**config.mk**
```make
export PLATFORM = sky130hd
export DESIGN_NAME = sdio_data_xfer_sched
export DESIGN_NICKNAME = d
export VERILOG_FILES = /design/src/rtl/sdio_data_pkg.sv /design/src/rtl/sdio_xfer_watchdog.sv /design/src/rtl/sdio_data_xfer_sched.sv
export SDC_FILE = /design/constraint.sdc
export NUM_CORES = 1
export LEC_CHECK = 0
export CORE_MARGIN = 2
export CORE_UTILIZATION = 33
export DETAILED_ROUTE_END_ITERATION = 12
export SYNTH_ARGS = -nofsm -noshare
export SYNTH_HDL_FRONTEND = slang
export SYNTH_SLANG_ARGS = --single-unit
```
**constraint.sdc**
```tcl
create_clock -name clk_x2 -period 2.1 [get_ports clk_x2]
set_input_delay 0.21 -clock clk_x2 [delete_from_list [all_inputs] [get_ports clk_x2]]
set_output_delay 0.21 -clock clk_x2 [all_outputs]
set_load 0.02 [all_outputs]
```
**src/rtl/sdio_data_pkg.sv**
```systemverilog
// Shared definitions for the SDIO data transfer scheduler: state encoding,
// zero-length substitutions and the PHY data-count width.
package sdio_data_pkg;

  typedef enum logic [2:0] {
    ST_IDLE    = 3'd0,
    ST_LOAD    = 3'd1,
    ST_ACTIVE  = 3'd2,
    ST_RELEASE = 3'd3,
    ST_GAP     = 3'd4,
    ST_DONE    = 3'd5
  } xfer_state_t;

  localparam int DATA_COUNT_W = 13;

  localparam logic [DATA_COUNT_W-1:0] BLOCK_SIZE_ZERO_VAL = 13'd2048;
  localparam logic [DATA_COUNT_W-1:0] BYTE_COUNT_ZERO_VAL = 13'd512;

  // A zero length field encodes the largest length of its mode.
  function automatic logic [DATA_COUNT_W-1:0] phy_data_count(
    input logic        block_mode,
    input logic [11:0] block_size,
    input logic [8:0]  byte_count
  );
    logic [DATA_COUNT_W-1:0] result;
    if (block_mode) begin
      result = (block_size == 12'd0) ? BLOCK_SIZE_ZERO_VAL : {1'b0, block_size};
    end else begin
      result = (byte_count == 9'd0) ? BYTE_COUNT_ZERO_VAL : {4'b0, byte_count};
    end
    return result;
  endfunction

endpackage

```
**src/rtl/sdio_xfer_watchdog.sv**
```systemverilog
// Per-block watchdog: clearable up-counter that stops at and flags
// TIMEOUT_CYCLES-1.
module sdio_xfer_watchdog
  import sdio_data_pkg::*;
#(
  parameter int TIMEOUT_CYCLES = 65535
) (
  input  logic clk_x2,
  input  logic rst,
  input  logic clear,
  input  logic enable,
  output logic terminal
);

  localparam int CNT_W = (TIMEOUT_CYCLES > 1) ? $clog2(TIMEOUT_CYCLES) : 1;
  localparam logic [CNT_W-1:0] TERM_VAL = CNT_W'(TIMEOUT_CYCLES - 1);

  logic [CNT_W-1:0] count_reg;

  always_ff @(posedge clk_x2) begin
    if (rst || clear) begin
      count_reg <= '0;
    end else if (enable && (count_reg != TERM_VAL)) begin
      count_reg <= count_reg + CNT_W'(1);
    end
  end

  assign terminal = (count_reg == TERM_VAL);

endmodule

```
**src/rtl/sdio_data_xfer_sched.sv**
```systemverilog
// Block-level sequencer for the SDIO data PHY: runs one byte-mode transfer or
// N blocks, one activate/finished handshake per block, with abort and timeout.
module sdio_data_xfer_sched
  import sdio_data_pkg::*;
#(
  parameter int TIMEOUT_CYCLES = 65535,
  parameter int GAP_CYCLES     = 4,
  parameter int MAX_BLOCK_SIZE = 2048
) (
  input  logic                    clk_x2,
  input  logic                    rst,
  input  logic                    i_xfer_start,
  input  logic                    i_write_flag,
  input  logic                    i_block_mode,
  input  logic [11:0]             i_block_size,
  input  logic [8:0]              i_byte_count,
  input  logic [8:0]              i_block_count,
  input  logic                    i_abort,
  output logic                    o_busy,
  output logic                    o_done,
  output logic                    o_crc_err,
  output logic                    o_timeout,
  output logic [8:0]              o_blocks_done,
  output logic                    o_phy_activate,
  output logic                    o_phy_write_flag,
  output logic [DATA_COUNT_W-1:0] o_phy_data_count,
  input  logic                    i_phy_finished,
  input  logic                    i_phy_crc_good
);

  localparam int GAP_W = (GAP_CYCLES > 1) ? $clog2(GAP_CYCLES) : 1;

  xfer_state_t state_reg, state_next;

  logic                    block_mode_reg;
  logic                    count_finite_reg;
  logic                    abort_pending_reg;
  logic [11:0]             block_size_reg;
  logic [8:0]              byte_count_reg;
  logic [8:0]              remaining_reg;
  logic [GAP_W-1:0]        gap_cnt_reg;
  logic                    busy_reg;
  logic                    done_reg;
  logic                    crc_err_reg;
  logic                    timeout_reg;
  logic                    activate_reg;
  logic                    write_flag_reg;
  logic [8:0]              blocks_done_reg;
  logic [DATA_COUNT_W-1:0] data_count_reg;

  logic        wd_terminal;
  logic        abort_seen;
  logic        last_block;
  logic        gap_last;
  logic [11:0] size_eff;

  sdio_xfer_watchdog #(
    .TIMEOUT_CYCLES(TIMEOUT_CYCLES)
  ) u_watchdog (
    .clk_x2   (clk_x2),
    .rst      (rst),
    .clear    (state_reg == ST_LOAD),
    .enable   (state_reg == ST_ACTIVE),
    .terminal (wd_terminal)
  );

  // Abort is remembered once seen so a short pulse mid-block still ends the
  // transfer at the following block boundary.
  assign abort_seen = abort_pending_reg | i_abort;
  assign last_block = !block_mode_reg || (count_finite_reg && (remaining_reg == 9'd0));
  assign gap_last   = (int'(gap_cnt_reg) >= GAP_CYCLES - 1);
  assign size_eff   = (int'(block_size_reg) > MAX_BLOCK_SIZE) ? 12'(MAX_BLOCK_SIZE)
                                                              : block_size_reg;

  always_ff @(posedge clk_x2) begin
    if (rst) begin
      state_reg <= ST_IDLE;
    end else begin
      state_reg <= state_next;
    end
  end

  always_comb begin
    state_next = state_reg;
    case (state_reg)
      ST_IDLE:    if (i_xfer_start) state_next = ST_LOAD;
      ST_LOAD:    state_next = ST_ACTIVE;
      // Finished wins over a watchdog terminal count on the same cycle.
      ST_ACTIVE:  if (i_phy_finished || wd_terminal) state_next = ST_RELEASE;
      ST_RELEASE: begin
        if (!i_phy_finished) begin
          if (timeout_reg || abort_seen || last_block) state_next = ST_DONE;
          else                                         state_next = ST_GAP;
        end
      end
      ST_GAP: begin
        if (abort_seen)    state_next = ST_DONE;
        else if (gap_last) state_next = ST_LOAD;
      end
      ST_DONE:    state_next = ST_IDLE;
      default:    state_next = ST_IDLE;
    endcase
  end

  always_ff @(posedge clk_x2) begin
    if (rst) begin
      block_mode_reg    <= 1'b0;
      count_finite_reg  <= 1'b0;
      abort_pending_reg <= 1'b0;
      block_size_reg    <= '0;
      byte_count_reg    <= '0;
      remaining_reg     <= '0;
      gap_cnt_reg       <= '0;
      busy_reg          <= 1'b0;
      done_reg          <= 1'b0;
      crc_err_reg       <= 1'b0;
      timeout_reg       <= 1'b0;
      activate_reg      <= 1'b0;
      write_flag_reg    <= 1'b0;
      blocks_done_reg   <= '0;
      data_count_reg    <= '0;
    end else begin
      busy_reg     <= (state_next != ST_IDLE);
      done_reg     <= (state_next == ST_DONE);
      activate_reg <= (state_next == ST_ACTIVE);

      if ((state_reg != ST_IDLE) && i_abort) abort_pending_reg <= 1'b1;

      case (state_reg)
        ST_IDLE: begin
          if (i_xfer_start) begin
            block_mode_reg    <= i_block_mode;
            block_size_reg    <= i_block_size;
            byte_count_reg    <= i_byte_count;
            remaining_reg     <= i_block_count;
            count_finite_reg  <= (i_block_count != 9'd0);
            write_flag_reg    <= i_write_flag;
            abort_pending_reg <= 1'b0;
            crc_err_reg       <= 1'b0;
            timeout_reg       <= 1'b0;
            blocks_done_reg   <= '0;
          end
        end
        ST_LOAD: data_count_reg <= phy_data_count(block_mode_reg, size_eff, byte_count_reg);
        ST_ACTIVE: begin
          if (i_phy_finished) begin
            crc_err_reg     <= crc_err_reg | ~i_phy_crc_good;
            blocks_done_reg <= blocks_done_reg + 9'd1;
            remaining_reg   <= remaining_reg - 9'd1;
          end else if (wd_terminal) begin
            timeout_reg <= 1'b1;
          end
        end
        ST_RELEASE: gap_cnt_reg <= '0;
        ST_GAP:     gap_cnt_reg <= gap_cnt_reg + GAP_W'(1);
        default: ;
      endcase
    end
  end

  assign o_busy           = busy_reg;
  assign o_done           = done_reg;
  assign o_crc_err        = crc_err_reg;
  assign o_timeout        = timeout_reg;
  assign o_blocks_done    = blocks_done_reg;
  assign o_phy_activate   = activate_reg;
  assign o_phy_write_flag = write_flag_reg;
  assign o_phy_data_count = data_count_reg;

endmodule

```
Word-level counts from Yosys, hierarchy flattened
Index checks and enable logic that the tools add are counted.

word-level totals
  flip-flop bits (word level) = 82
  input port bits = 38
  output and inout port bits = 28
  logic and storage cells = 86

operators by class
  add/sub/neg operators = 4
  $lt $le $gt $ge = 2
  eq/ne operators = 12
  mux-type cells = 27
  bitwise logic cells = 3
  reduce and logical (&&, ||, !) cells = 21

operators by type and width
  operator                                             number
  2-to-1 mux 12 bit                                    3
  2-to-1 mux 9 bit                                     4
  one-hot mux 9 bit (2 select lines)                   2
  logical NOT 9 bit                                    2
  adder 16 x 1 -> 16 bit, second input constant        1
  equality test 16 bit, second input constant          1
  inequality test 16 bit, second input constant        1
  2-to-1 mux 3 bit                                     5
  one-hot mux 3 bit (5 select lines)                   1
  > comparator 12 bit, second input constant           1
  logical NOT 12 bit                                   1
  2-to-1 mux 10 bit                                    1
  adder 9 x 1 -> 9 bit, second input constant          1
  equality test 3 x 2 -> 1 bit, second input constant  3
  nonzero test 9 bit                                   1
  subtractor 9 x 1 -> 9 bit, second input constant     1
  2-to-1 mux 1 bit                                     8
  inequality test 2 bit, second input constant         4
  equality test 3 bit, second input constant           2
  nonzero test 3 bit                                   2
  logical OR 1 bit                                     5
  one-hot mux 1 bit (2 select lines)                   2
  one-hot mux 2 bit (2 select lines)                   1
  AND reduction 4 bit                                  1
  other kinds (11)                                     15

Logic depth before layout (Yosys ltp)
Gate-level depths: netlist of the first run.

  word-level depth = 8
  depth in mapped cells = 7
  depth with buffers taken out = 6

By module
A second synthesis of the first run with hierarchy kept.

unflattened totals
  cell total of the unflattened synthesis = 458
  area, all modules = 3783.6 um2

by module, submodules not included
  module                times used  cells an instance  area an instance (um2)  sequential area each (um2)
  sdio_data_xfer_sched  1           362                2921.6                  1301.2
  sdio_xfer_watchdog    1           96                 862.1                   320.3

Worst setup path after synthesis of the first run
No wires, ideal clock.

  kind = register to register
  start = reg u_watchdog.count_reg[0]
  end = reg u_watchdog.count_reg[8]
  library setup time = 0.070 ns
  arrival time = 1.696 ns
  data required time = 2.030 ns
  setup slack = 0.335 ns
  cell stages (with the launch flop) = 8
  buffers on the path = 1
  clock period less this slack = 1.765 ns
  path through = dfxtp_1 -> inv_1 -> ha_1 -> and4_1 -> and3_1 -> clkbuf_1 -> or4_1 -> a21oi_1

on the way
  longest elaborated chain between the ends = 2
  elaborated cells between the ends (all ways) = 3
  classes of those cells = add/sub (1); eq/ne (1); reduce/logical (1)

RTL lines
  what                                                                            RTL line                  RTL
  from (decl)                                                                     sdio_xfer_watchdog.sv:18  logic [CNT_W-1:0] count_reg;
  from (signal assigned)                                                          sdio_xfer_watchdog.sv:24  count_reg <= count_reg + CNT_W'(1);
  parallel branches: the longest is 2 deep, another holds adder 16 x 1 -> 16 bit  --

Parallel ways; which one is timed is not known.
A chain may end at the register's enable or synchronous reset.

Worst setup path in the final report of the first run
  start = reg state_reg[2]
  end = reg u_watchdog.count_reg[7]

on the way
  longest elaborated chain between the ends = 2
  elaborated cells between the ends (all ways) = 4
  classes of those cells = eq/ne (2); reduce/logical (2)

RTL lines
  what                                                                                 RTL line                                                RTL
  from (decl)                                                                          sdio_data_xfer_sched.sv:33                              xfer_state_t state_reg, state_next;
  from (signal assigned)                                                               sdio_data_xfer_sched.sv:79                              state_reg <= state_next;
  equality test 3 x 2 -> 1 bit / equality test 3 x 1 -> 1 bit (equally long branches)  sdio_data_xfer_sched.sv:63, sdio_data_xfer_sched.sv:62
  logical AND 1 bit / logical OR 1 bit (equally long branches)                         sdio_xfer_watchdog.sv:23, sdio_xfer_watchdog.sv:21

Parallel ways exist; a longest one is shown, timed or not.

==> results.tsv, run 1 <==
metric	value	unit
Reg-to-Reg Start	state_reg[2]$_SDFF_PP0_	
RSZ-0062 raised after global routing	no	
Min-Delay Path Class	primary input to flop	
most common cell after layout, fill and taps aside	dfxtp_1	
worst skew pair latency	340	ps
total power	3.88	mW
die height	111	um
final hold vios	0	
peak supply drop	0.364	mV
max_cap viols	0	
final worst slack	248	ps
Arr. time, crit path	2120	ps
post-synth net total	509	
Critical Path Stages	5	
critical-path cell list	nor3b_4 -> buf_4 -> nand3_1 -> or4_1 -> a21oi_1	
TritonCTS buffer count	9	
CTS root buf	clkbuf_16	
count of pins over their slew limit	0	
DR vias	3593	
ant diodes	0	
DP HPWL	7350	um
buffers and inverters on the worst path	1	
cell area after layout	4800	um^2
# H-tree levels	3	
Synth Warn #	0	
crit share post-route	88.2	%
filler cell count	1109	
first-pass GRT wire length	17000	um
largest net degree at the start of global routing	35	
initial antenna violation count	0	
number of enable flip-flop cells after synthesis	0	
Core ar.	11000	um^2
slowest stage delay, CP	440	ps
routed wire length	10100	um
die footprint	12200	um^2
Post-Syn Area	3750	um^2
setup bufs post-CTS	0	
max reg flops	16	
Worst slew margin	62.6	%
CP top delay family	simple AND/OR/NAND/NOR gates	
number of gates resized after cts	0	
end of the critical path	u_watchdog.count_reg[7]$_SDFFE_PP0P_	
Max stage delay cell, worst path	or4_1	
nature of the critical path startpoint	flop	
Syn Inst Count	465	
I/O pins	66	
die width	111	um
worst-margin pin slew	556	ps
DRC	0	
worst clock skew	6.97	ps
ys async rst share	0	%
# rows	38	
initial core utilization	34.2	%
worst path required time	2370	ps
Mean Syn Cell Area	8.07	um^2
fmax	540	MHz
ANT nets after route	0	
Worst R2R End	u_watchdog.count_reg[7]$_SDFFE_PP0P_	
routability cong.	0.795	
status	completed	
cts hold-fix bufs	0	
buffers added on ports	64	
Cells after DPL	651	
most frequent cells in the layout	dfxtp_1 (81), nand2_1 (68), clkdlybuf4s50_1 (63)	
Sequential Area	1620	um^2
register area share after synthesis	43.2	%
Max clock buf depth	2	
area of placed instances	4520	um^2
Final Setup Violations	0	
CP Class	flop to flop	
number of global-route vias before repair	3368	
Clock Sinks	81	
clock slew at reported path FFs	60	ps
Area Overhead vs Synth	28.0	%
WL per Instance	15.1	um
Critical Path Sink Type	flop	
ys flop type	dfxtp_1	
leakage power	1.65	nW
reg2reg path depth	5	
post-synthesis cell type count	53	
Pwr Density	808	nW/um^2
area of the multi-input gates	1970	um^2
Worst Path Max Fanout	15	
First-pass DRT Iterations	4	
Final Util	43.7	%
dpl ws	265	ps
Setup crit start	state_reg[2]$_SDFF_PP0_	
min Tclk post-route	1850	ps
hold_ws	303	ps
Final nets	566	
Setup TNS Final	0	ps
#FFs+latches synth	81	
layout cells sized above 1	7.78	%
reg-to-reg slack, setup	250	ps
DR iter-0 viols	175	
Total GRT Usage	16.9	%
post-route insts no fill	667	
total gr overflow	0	
TritonCTS clock tree	built	
Vias/cell	5.39	
area by class of cell:
cell class	count	area share [%]
repair buffers	75	15.0
well taps	140	3.65
flip-flops and latches	81	33.8
clock inverters	6	0.860
inverters	10	0.782
clock buffers	10	4.98
multi-input cells	345	41.0
kinds of logic (layout without fill, tap and decap cells):
| logic type | Yosys count | after routing | share of synthesized area [%] |
|---|---|---|---|
| XOR/XNOR | 6 | 6 | 1.40 |
| flip-flops | 81 | 81 | 43.2 |
| adder cells (fa/ha/maj) | 6 | 6 | 2.00 |
| AO/OA/AOI/OAI | 116 | 116 | 19.2 |
| other | 1 | 1 | 0.0999 |
| buffers and inverters | 39 | 101 | 4.30 |
| AND/OR/NAND/NOR | 214 | 214 | 29.2 |
| multiplexers | 2 | 2 | 0.567 |
synthesized netlist by cell type (4+ instances only):
| cell type | n | area [um^2] |
|---|---|---|
| dfxtp_1 | 81 | 1620 |
| or3_1 | 8 | 50.1 |
| a311oi_1 | 8 | 70.1 |
| and4_1 | 5 | 43.8 |
| nor2_1 | 36 | 135 |
| o21ai_0 | 20 | 100 |
| a21oi_1 | 54 | 270 |
| nand4_1 | 11 | 68.8 |
| nand3_1 | 18 | 90.1 |
| nand2b_1 | 9 | 56.3 |
| ha_1 | 6 | 75.1 |
| clkbuf_1 | 21 | 78.8 |
| nor4_1 | 8 | 50.1 |
| inv_1 | 10 | 37.5 |
| or4_1 | 9 | 67.6 |
| and3_1 | 5 | 31.3 |
| buf_2 | 6 | 30.0 |
| a221oi_1 | 4 | 35.0 |
| xnor2_1 | 4 | 35.0 |
| a211oi_1 | 6 | 45.0 |
| nand2_1 | 68 | 255 |
| nor3_1 | 18 | 90.1 |
report_power, final:
part	switching [mW]	internal (mW)	leakage, nW
logic	0.366	0.296	0.843
registers	0.0956	1.63	0.661
clock network	0.653	0.837	0.143
total	1.11	2.77	1.65
worst min path at each step:
stage	startpoint	end	slack (ps)	cells past startpoint
6_report	rst	state_reg[2]$_SDFF_PP0_	300	2
5_1_grt	rst	state_reg[2]$_SDFF_PP0_	310	2
4_1_cts	rst	state_reg[2]$_SDFF_PP0_	300	2
3_5_place_dp	o_phy_write_flag$_SDFFE_PP0P_	o_phy_write_flag$_SDFFE_PP0P_	450	2
3_3_place_gp	o_phy_write_flag$_SDFFE_PP0P_	o_phy_write_flag$_SDFFE_PP0P_	450	2
2_1_floorplan	rst	state_reg[1]$_SDFF_PP0_	290	1
per-layer routing:
metal / GRT usage [%] / up-vias / wire length [um]
met1: 24.5 / 1694 / 5040
met4: 7.58 / 0 / 179
met5: 0 / - / 0
met2: 24.4 / 84 / 4450
li1: - / 1803 / -
met3: 2.80 / 12 / 404
No activity file was read; power rests on OpenSTA's default activity.
==> run 2: changes to the inputs <==
GPL_ROUTABILITY_DRIVEN = 0   (was default)
MAX_ROUTING_LAYER = met4   (was default)
SYNTH_HIERARCHICAL = 1   (was default)
==> run 2 against run 1 <==
Non-clock buffer count grew 9; sequential power about the same; via count rose by 0.67%; power is 7.0% higher; combinational power rose by 9.7%; register-to-register slack lost 160 ps; highest routed layer unchanged; critical path type unchanged; cell area is 3.0% higher; first-iteration DRC count fell by 4.6%; sequential share of layout area fell by 0.99 points; routed wire length stayed put.
==> results.tsv, run 2 <==
metric	value	unit	change
min Tclk post-route	2010	ps	was 1850 ps
setup bufs post-CTS	0		unchanged
Cells after DPL	656		was 651
Final Setup Violations	0		unchanged
ant diodes	0		unchanged
# rows	39		was 38
Core ar.	11300	um^2	was 11000 um^2
#FFs+latches synth	81		unchanged
Pwr Density	839	nW/um^2	was 808 nW/um^2
register area share after synthesis	42.9	%	was 43.2%
# H-tree levels	3		unchanged
Post-Syn Area	3780	um^2	was 3750 um^2
number of global-route vias before repair	3388		was 3368
Max clock buf depth	2		unchanged
TritonCTS buffer count	9		unchanged
Flop pwr share	41.5	%	was 44.5%
post-route insts no fill	672		was 667
Final nets	568		was 566
leakage power	1.76	nW	was 1.65 nW
Worst Path Max Fanout	6		was 15
Min-Delay Path Class	primary input to flop		unchanged
Syn Inst Count	458		was 465
Total GRT Usage	17.0	%	was 16.9%
DRC	0		unchanged
Clock Sinks	81		unchanged
cts hold-fix bufs	0		unchanged
Mean Syn Cell Area	8.26	um^2	was 8.07 um^2
Switching Fraction	27.5	%	was 28.7%
worst skew pair latency	340	ps	about the same
buffers added on ports	64		unchanged
DP HPWL	7300	um	was 7350 um
number of gates resized after cts	0		unchanged
max reg flops	16		unchanged
fmax	497	MHz	was 540 MHz
First-pass DRT Iterations	4		unchanged
Synth area leaders	dfxtp_1 (43%), nand2_1 (6.7%), a21oi_1 (6.6%), nor2_1 (4.8%), or4_1 (2.4%)		was dfxtp_1 (43%), a21oi_1 (7.2%), nand2_1 (6.8%), nor2_1 (3.6%), o21ai_0 (2.7%)
worst clock skew	9.98	ps	was 6.97 ps
DR iter-0 viols	167		was 175
final hold vios	0		unchanged
Synth Warn #	6		was 0
WL per Instance	15.0	um	was 15.1 um
P_int	3.01	mW	was 2.77 mW
top-area cell type share of the netlist area	42.9	%	was 43.2%
TritonCTS clock tree	built		unchanged
worst-margin pin slew	588	ps	was 556 ps
Commonest cells post-synth	dfxtp_1 (81), nand2_1 (68), a21oi_1 (50)		was dfxtp_1 (81), nand2_1 (68), a21oi_1 (54)
Comb power frac	17.5	%	was 17.1%
worst path required time	2330	ps	was 2370 ps
layout cells sized above 1	9.64	%	was 7.78%
routed wire length	10100	um	unchanged
most common cell after layout, fill and taps aside	dfxtp_1		unchanged
Vias/cell	5.38		was 5.39
count of pins over their slew limit	0		unchanged
ys async rst share	0	%	unchanged
crit share post-route	95.8	%	was 88.2%
Critical Path Sink Type	flop		unchanged
status	completed		unchanged
post-synth net total	502		was 509
most frequent cells in the layout	dfxtp_1 (81), nand2_1 (68), clkdlybuf4s50_1 (63)		unchanged
CTS root buf	clkbuf_16		unchanged
filler cell count	1151		was 1109
clock share of power	41.0	%	was 38.4%
RSZ-0062 raised after global routing	no		unchanged
CP Class	flop to flop		unchanged
Setup TNS Final	0	ps	unchanged
Worst slew margin	60.5	%	was 62.6%
ANT nets after route	0		unchanged
clock slew at reported path FFs	70	ps	was 60 ps
most common cell in the netlist	dfxtp_1		unchanged
total gr overflow	0		unchanged
DR vias	3617		was 3593
initial core utilization	33.4	%	was 34.2%
max_cap viols	0		unchanged
largest net degree at the start of global routing	34		was 35
die footprint	12300	um^2	was 12200 um^2
number of enable flip-flop cells after synthesis	0		unchanged
nature of the critical path startpoint	flop		unchanged
die height	111	um	about the same
Arr. time, crit path	2250	ps	was 2120 ps
die width	111	um	about the same
peak supply drop	0.348	mV	was 0.364 mV
Synth area leader	dfxtp_1		unchanged
Area Overhead vs Synth	30.8	%	was 28.0%
first-pass GRT wire length	16700	um	was 17000 um
post-synthesis cell type count	63		was 53
Psw	1.14	mW	was 1.11 mW
initial antenna violation count	0		unchanged
ys flop type	dfxtp_1		unchanged
I/O pins	66		unchanged
run 2: final timing paths:
kind / startpoint / endpoint / slack, ps / cells after the start
worst max-delay path: u_watchdog/count_reg[6]$_SDFFE_PP0P_ / o_done$_SDFF_PP0_ / 90 / 5
worst min-delay path: rst / u_watchdog/count_reg[4]$_SDFFE_PP0P_ / 300 / 3
worst max register to register: u_watchdog/count_reg[6]$_SDFFE_PP0P_ / o_done$_SDFF_PP0_ / 90 / 5
worst min register to register: o_phy_write_flag$_SDFFE_PP0P_ / o_phy_write_flag$_SDFFE_PP0P_ / 470 / 2
run 2: metrics by stage:
stage	util (%)	worst slack (ps)	cell area (um^2)	hold slack, ps	total power [mW]
floorplan	-	18.8	3790	297	2.17
global placement	40.9	75.7	4630	457	2.46
detailed placement	40.9	78.8	4630	456	2.48
CTS	43.7	135	4950	293	4.18
global route	43.7	3.99	4950	319	4.32
finish	43.7	88.8	4950	303	4.15
run 2: cells by family (layout without fill, tap and decap cells):
| group | count (synthesis) | after routing | synth area share, % |
|---|---|---|---|
| muxes | 3 | 3 | 0.926 |
| adders and majority gates | 6 | 6 | 1.98 |
| xor gates and xnor gates | 5 | 5 | 1.16 |
| buffers and inverters | 44 | 115 | 4.99 |
| DFF | 81 | 81 | 42.9 |
| other | 1 | 1 | 0.0991 |
| AOI/OAI and AO/OA | 116 | 116 | 19.9 |
| and+or+nand+nor | 202 | 202 | 28.1 |
run 2: critical path: stages, from the launching register on:
cell      delay [ps]
dfxtp_1          410
nand4_1          260
nor4_4           450
a21oi_1          130
o32a_1           360
a311oi_1         290
run 2: power by group through the flow:
stage,registers [mW],clock network [mW],logic [mW]
2_1_floorplan,1.77,0,0.405
3_5_place_dp,1.75,0,0.723
4_1_cts,1.72,1.73,0.726
6_report,1.72,1.70,0.727
5_1_grt,1.73,1.79,0.799
3_3_place_gp,1.75,0,0.710
run 2: metal layers:
metal  vias up  global-route usage (%)  wire, um
met3        16                    2.68       440
li1       1801                       -         -
met4         0                    8.40       216
met2        96                    24.6      4410
met1      1704                    23.2      5000
met5         -                       -         0
run 2: area by class of cell:
| type | count | area [um^2] | share of cell area (%) |
|---|---|---|---|
| Clock buffer | 10 | 229 | 4.63 |
| Clock inverter | 6 | 90.1 | 1.82 |
| Inverter | 15 | 56.3 | 1.14 |
| Multi-Input combinational cell | 333 | 1970 | 39.9 |
| Sequential cell | 81 | 1620 | 32.8 |
| Tap cell | 143 | 179 | 3.62 |
| Timing Repair Buffer | 84 | 798 | 16.1 |
==> run 3: changes to the inputs <==
HOLD_SLACK_MARGIN = 0.15   (was default)
==> results of run 3 <==
The final DEF is identical to that of run 2; final timing and power are the same.
==> variant 1 (settings of run 2) <==
Change the package constant `DATA_COUNT_W` from 13 to 15.
--- a/src/rtl/sdio_data_pkg.sv
+++ b/src/rtl/sdio_data_pkg.sv
@@ -13,3 +13,3 @@
 
-  localparam int DATA_COUNT_W = 13;
+  localparam int DATA_COUNT_W = 15;
 
Ports: changed (resized o_phy_data_count); port bits go from 66 to 68. The function was not compared with the original's and may differ.
==> variant 1 against run 2 <==
Final cell count is 0.15% higher; routed wire length fell by 0.95%; sequential cell count is the same; clock skew fell by 0.0032 ns; design area grew 0.10%; synthesized area up 0.40%; setup slack better by 0.11 ns; core utilization is essentially flat; largest power group is now the clock network; critical endpoint is now remaining_reg[8]$_SDFFE_PP0P_; sequential power hardly changed; power up 0.88%; critical path depth is 1 higher; first-iteration DRC count shrank 7.8%; via count down 0.75%; die area grew 0.39%.
==> variant 1: results (changes against run 2) <==
status=complete, no violations; pre-CTS setup slack=0.0789 ns (+0.000144 ns); nets=569 (+0.18%); CP Capture Point=remaining_reg[8]$_SDFFE_PP0P_; sequential share of the synthesized area=42.7% (-0.17 points); r2r setup slk=0.20 ns (+0.11 ns); total CTS buffers=9 (unchanged); largest net degree at the start of global routing=34 (unchanged); placed cell areas=0.00462 mm² (-0.27%); Hold Path Depth=2 (-1); fmax=525 MHz (+5.6%); grt met3 use=1.97% (-0.71 points); GR Util All Layers=16.7% (-0.30 points); routing usage on met2=25.4% (+0.83 points); Rel. slew slack=63.2% (+2.7 points); Worst Clk Skew=0.00679 ns (-0.00319 ns); DRT Pass-1 Iters=5 (+1); met1 Use GR=22.7% (-0.51 points); VDD IR max=396 µV (+14%); Worst EP arrival=2.12 ns (-0.13 ns); HPWL Detailed=7.15 mm (-2.1%); Via density=5.33 (-0.89%); largest cells by area after synthesis=dfxtp_1 (43%), nand2_1 (6.7%), a21oi_1 (6.6%); vias in the first global route=3337 (-1.5%); CP Max Fanout=5 (-1); layout cells sized above 1=9.62% (-0.018 points); worst r2r src=remaining_reg[0]$_SDFFE_PP0P_; first-pass GRT wire length=16.4 mm (-1.4%); Total Routed Length=9.97 mm (-0.95%); DRT iter0 DRCs=154 (-7.8%)
## variant 1: changes by cell type in the layout (fill, tap and decap cells not counted)
cell / before / now
buf_12: 1 / 0
clkbuf_1: 1 / 0
clkbuf_8: 0 / 1
clkinv_2: 1 / 0
clkinvlp_4: 1 / 0
conb_1: 1 / 3
inv_6: 1 / 2
inv_8: 0 / 1
## variant 1: cells by family after synthesis
kind of cell	count (synthesis)	synth area share, %
and+or+nand+nor	202	28.0
AOI/OAI and AO/OA	116	19.8
DFF	81	42.7
buffers and inverters	46	5.37
adders and majority gates	6	1.98
xor gates and xnor gates	5	1.15
muxes	3	0.922
other	1	0.0987
## variant 1: cell type report
cell class	count	area, µm²
fill	1130	6370
multi-input combinational	335	1980
sequential	81	1620
timing repair buffer	83	778
clock buffer	10	239
tap	143	179
clock inverter	6	97.6
inverter	15	56.3
## variant 1: worst max-delay path, cell delays in order, from the launching register on
cell and delay [ns]:
dfxtp_1 0.33, inv_1 0.11, ha_1 0.27, or4b_1 0.47, or4_1 0.41, nand3_1 0.11, a31oi_1 0.08
## variant 1: power breakdown
group,internal [W],switching (W)
Combinational,0.000320,0.000390
Clock,0.00109,0.000663
Sequential,0.00164,0.0000858
Total,0.00305,0.00114
## variant 1: layer usage
layer,up-vias,routed length [µm]
met5,-,0
met4,0,74
met3,4,394
met2,73,4660
met1,1717,4840
li1,1796,-
## variant 1: stage by stage
| stage | power, W | std cells | hold WS, ns |
|---|---|---|---|
| after global routing | 0.00437 | 673 | 0.392 |
| final | 0.00419 | 673 | 0.340 |
| after CTS | 0.00423 | 673 | 0.333 |
| after detailed placement | 0.00246 | 657 | 0.455 |
| after global placement | 0.00246 | 657 | 0.448 |
| after floorplan | 0.00218 | 462 | 0.297 |
==> variant 2 (config.mk and constraints of run 2) <==
Without the edit above. Re-encode `xfer_state_t` (6 states) as one-hot, 6 bits wide.
--- a/src/rtl/sdio_data_pkg.sv
+++ b/src/rtl/sdio_data_pkg.sv
@@ -4,9 +4,9 @@
 
-  typedef enum logic [2:0] {
-    ST_IDLE    = 3'd0,
-    ST_LOAD    = 3'd1,
-    ST_ACTIVE  = 3'd2,
-    ST_RELEASE = 3'd3,
-    ST_GAP     = 3'd4,
-    ST_DONE    = 3'd5
+  typedef enum logic [5:0] {
+    ST_IDLE    = 6'b000001,
+    ST_LOAD    = 6'b000010,
+    ST_ACTIVE  = 6'b000100,
+    ST_RELEASE = 6'b001000,
+    ST_GAP     = 6'b010000,
+    ST_DONE    = 6'b100000
   } xfer_state_t;
Function: same outputs for any inputs over 10 cycles, from zero or initial values and one cycle with rst high; not proved beyond that.
==> variant 2 against run 2 <==
Design area up 3.5%; setup slack improved by 0.074 ns; sequential cell count grew 3; sequential share of layout area grew 0.051 points; synthesized area rose by 5.6%; clock power increased by 4%; non-clock buffer count is the same; die area grew 5.4%; routed wire length is 2.1% lower; final cell count increased by 2.4%; combinational power shrank 29%; count of clock-buffer cells in the layout down 1; power decreased by 3.7%; largest power group is now the clock network.
==> variant 2: results (changes against run 2) <==
placed cell areas=0.00478 mm² (+3.3%); Setup crit start=state_reg[0]$_SDFF_PP1_; status=complete, no violations; routing usage on met2=24.7% (+0.14 points); Worst EP arrival=2.21 ns (-0.04 ns); syn nets=518 (+3.2%); first-pass GRT wire length=16.1 mm (-3.8%); hold endpoint=u_watchdog/count_reg[1]$_SDFFE_PP0P_; vias in the first global route=3289 (-2.9%); grt met3 use=2.28% (-0.39 points); CP Max Fanout=10 (+4); nets=580 (+2.1%); Leak=1.80 nW (+2.3%); largest cells by area after synthesis=dfxtp_1 (42%), a21oi_1 (6.8%), nand2_1 (5.9%); R2R depth=6 (+1); placed instance count=671 (+2.3%); routed via count=3665 (+1.3%); Netlist cell types=66 (+4.8%); Post-synth top cells=dfxtp_1 (84), nand2_1 (63), a21oi_1 (54), nor2_1 (43), clkbuf_1 (18); met1 Use GR=20.8% (-2.4 points); pre-CTS setup slack=0.0813 ns (+0.00252 ns); final period utilization=92.3% (-3.5 points); sequential share of power=43.2% (+1.7 points); Rel. slew slack=63.5% (+3.0 points); DRT Pass-1 Iters=5 (+1); reg-to-reg endpoint=u_watchdog/count_reg[14]$_SDFFE_PP0P_; VDD IR max=328 µV (-5.6%); GR Util All Layers=16.0% (-1.0 points); Switching Fraction=25.9% (-1.6 points); Horiz. Die Dim=114 µm (+2.6%)
variant 2: cell count changes after synthesis, sizes merged, moves of 4 or more:
| cell | before | now |
|---|---|---|
| a221oi | 4 | 0 |
| a31oi | 6 | 1 |
| o21ai | 12 | 17 |
| xor2 | 2 | 6 |
| nor2 | 48 | 44 |
| a211oi | 6 | 0 |
| nand2b | 1 | 12 |
| nand2 | 68 | 64 |
| nand3 | 15 | 10 |
| a21oi | 50 | 54 |
| nand3b | 10 | 14 |
variant 2: critical path: stages, from the launching register on:
cell     delay, ns
dfxtp_1       0.38
nor4_4        0.34
nand2_2       0.15
inv_2         0.10
nand3_1       0.27
or4_1         0.48
a21oi_1       0.15
variant 2: layout make-up:
| class | instances | area (µm²) |
|---|---|---|
| fillers | 1207 | 6790 |
| multi-input cells | 346 | 2090 |
| flip-flops and latches | 84 | 1680 |
| repair buffers | 84 | 790 |
| clock buffers | 9 | 225 |
| well taps | 147 | 184 |
| clock inverters | 7 | 106 |
| inverters | 11 | 41.3 |
variant 2: metrics by stage:
step / power (W) / hold WS (ns)
2_1_floorplan: 0.00208 / 0.346
3_3_place_gp: 0.00227 / 0.448
3_5_place_dp: 0.00227 / 0.461
4_1_cts: 0.00404 / 0.257
5_1_grt: 0.00419 / 0.277
6_report: 0.00400 / 0.276
variant 2: layer usage:
| metal | wire length (µm) | vias up | share of wire, % |
|---|---|---|---|
| li1 | - | 1832 | - |
| met1 | 4640 | 1743 | 47 |
| met2 | 4670 | 78 | 47 |
| met3 | 381 | 12 | 3.9 |
| met4 | 161 | 0 | 1.6 |
| met5 | 0 | - | 0 |
variant 2: kinds of logic after synthesis:
kind of cell | synth area share (%)
buf+inv | 5.45
mux | 1.16
compound gates | 19.5
simple gates | 28.4
fa+ha+maj | 1.88
flops | 42.1
xor+xnor | 1.32
other cells | 0.0939
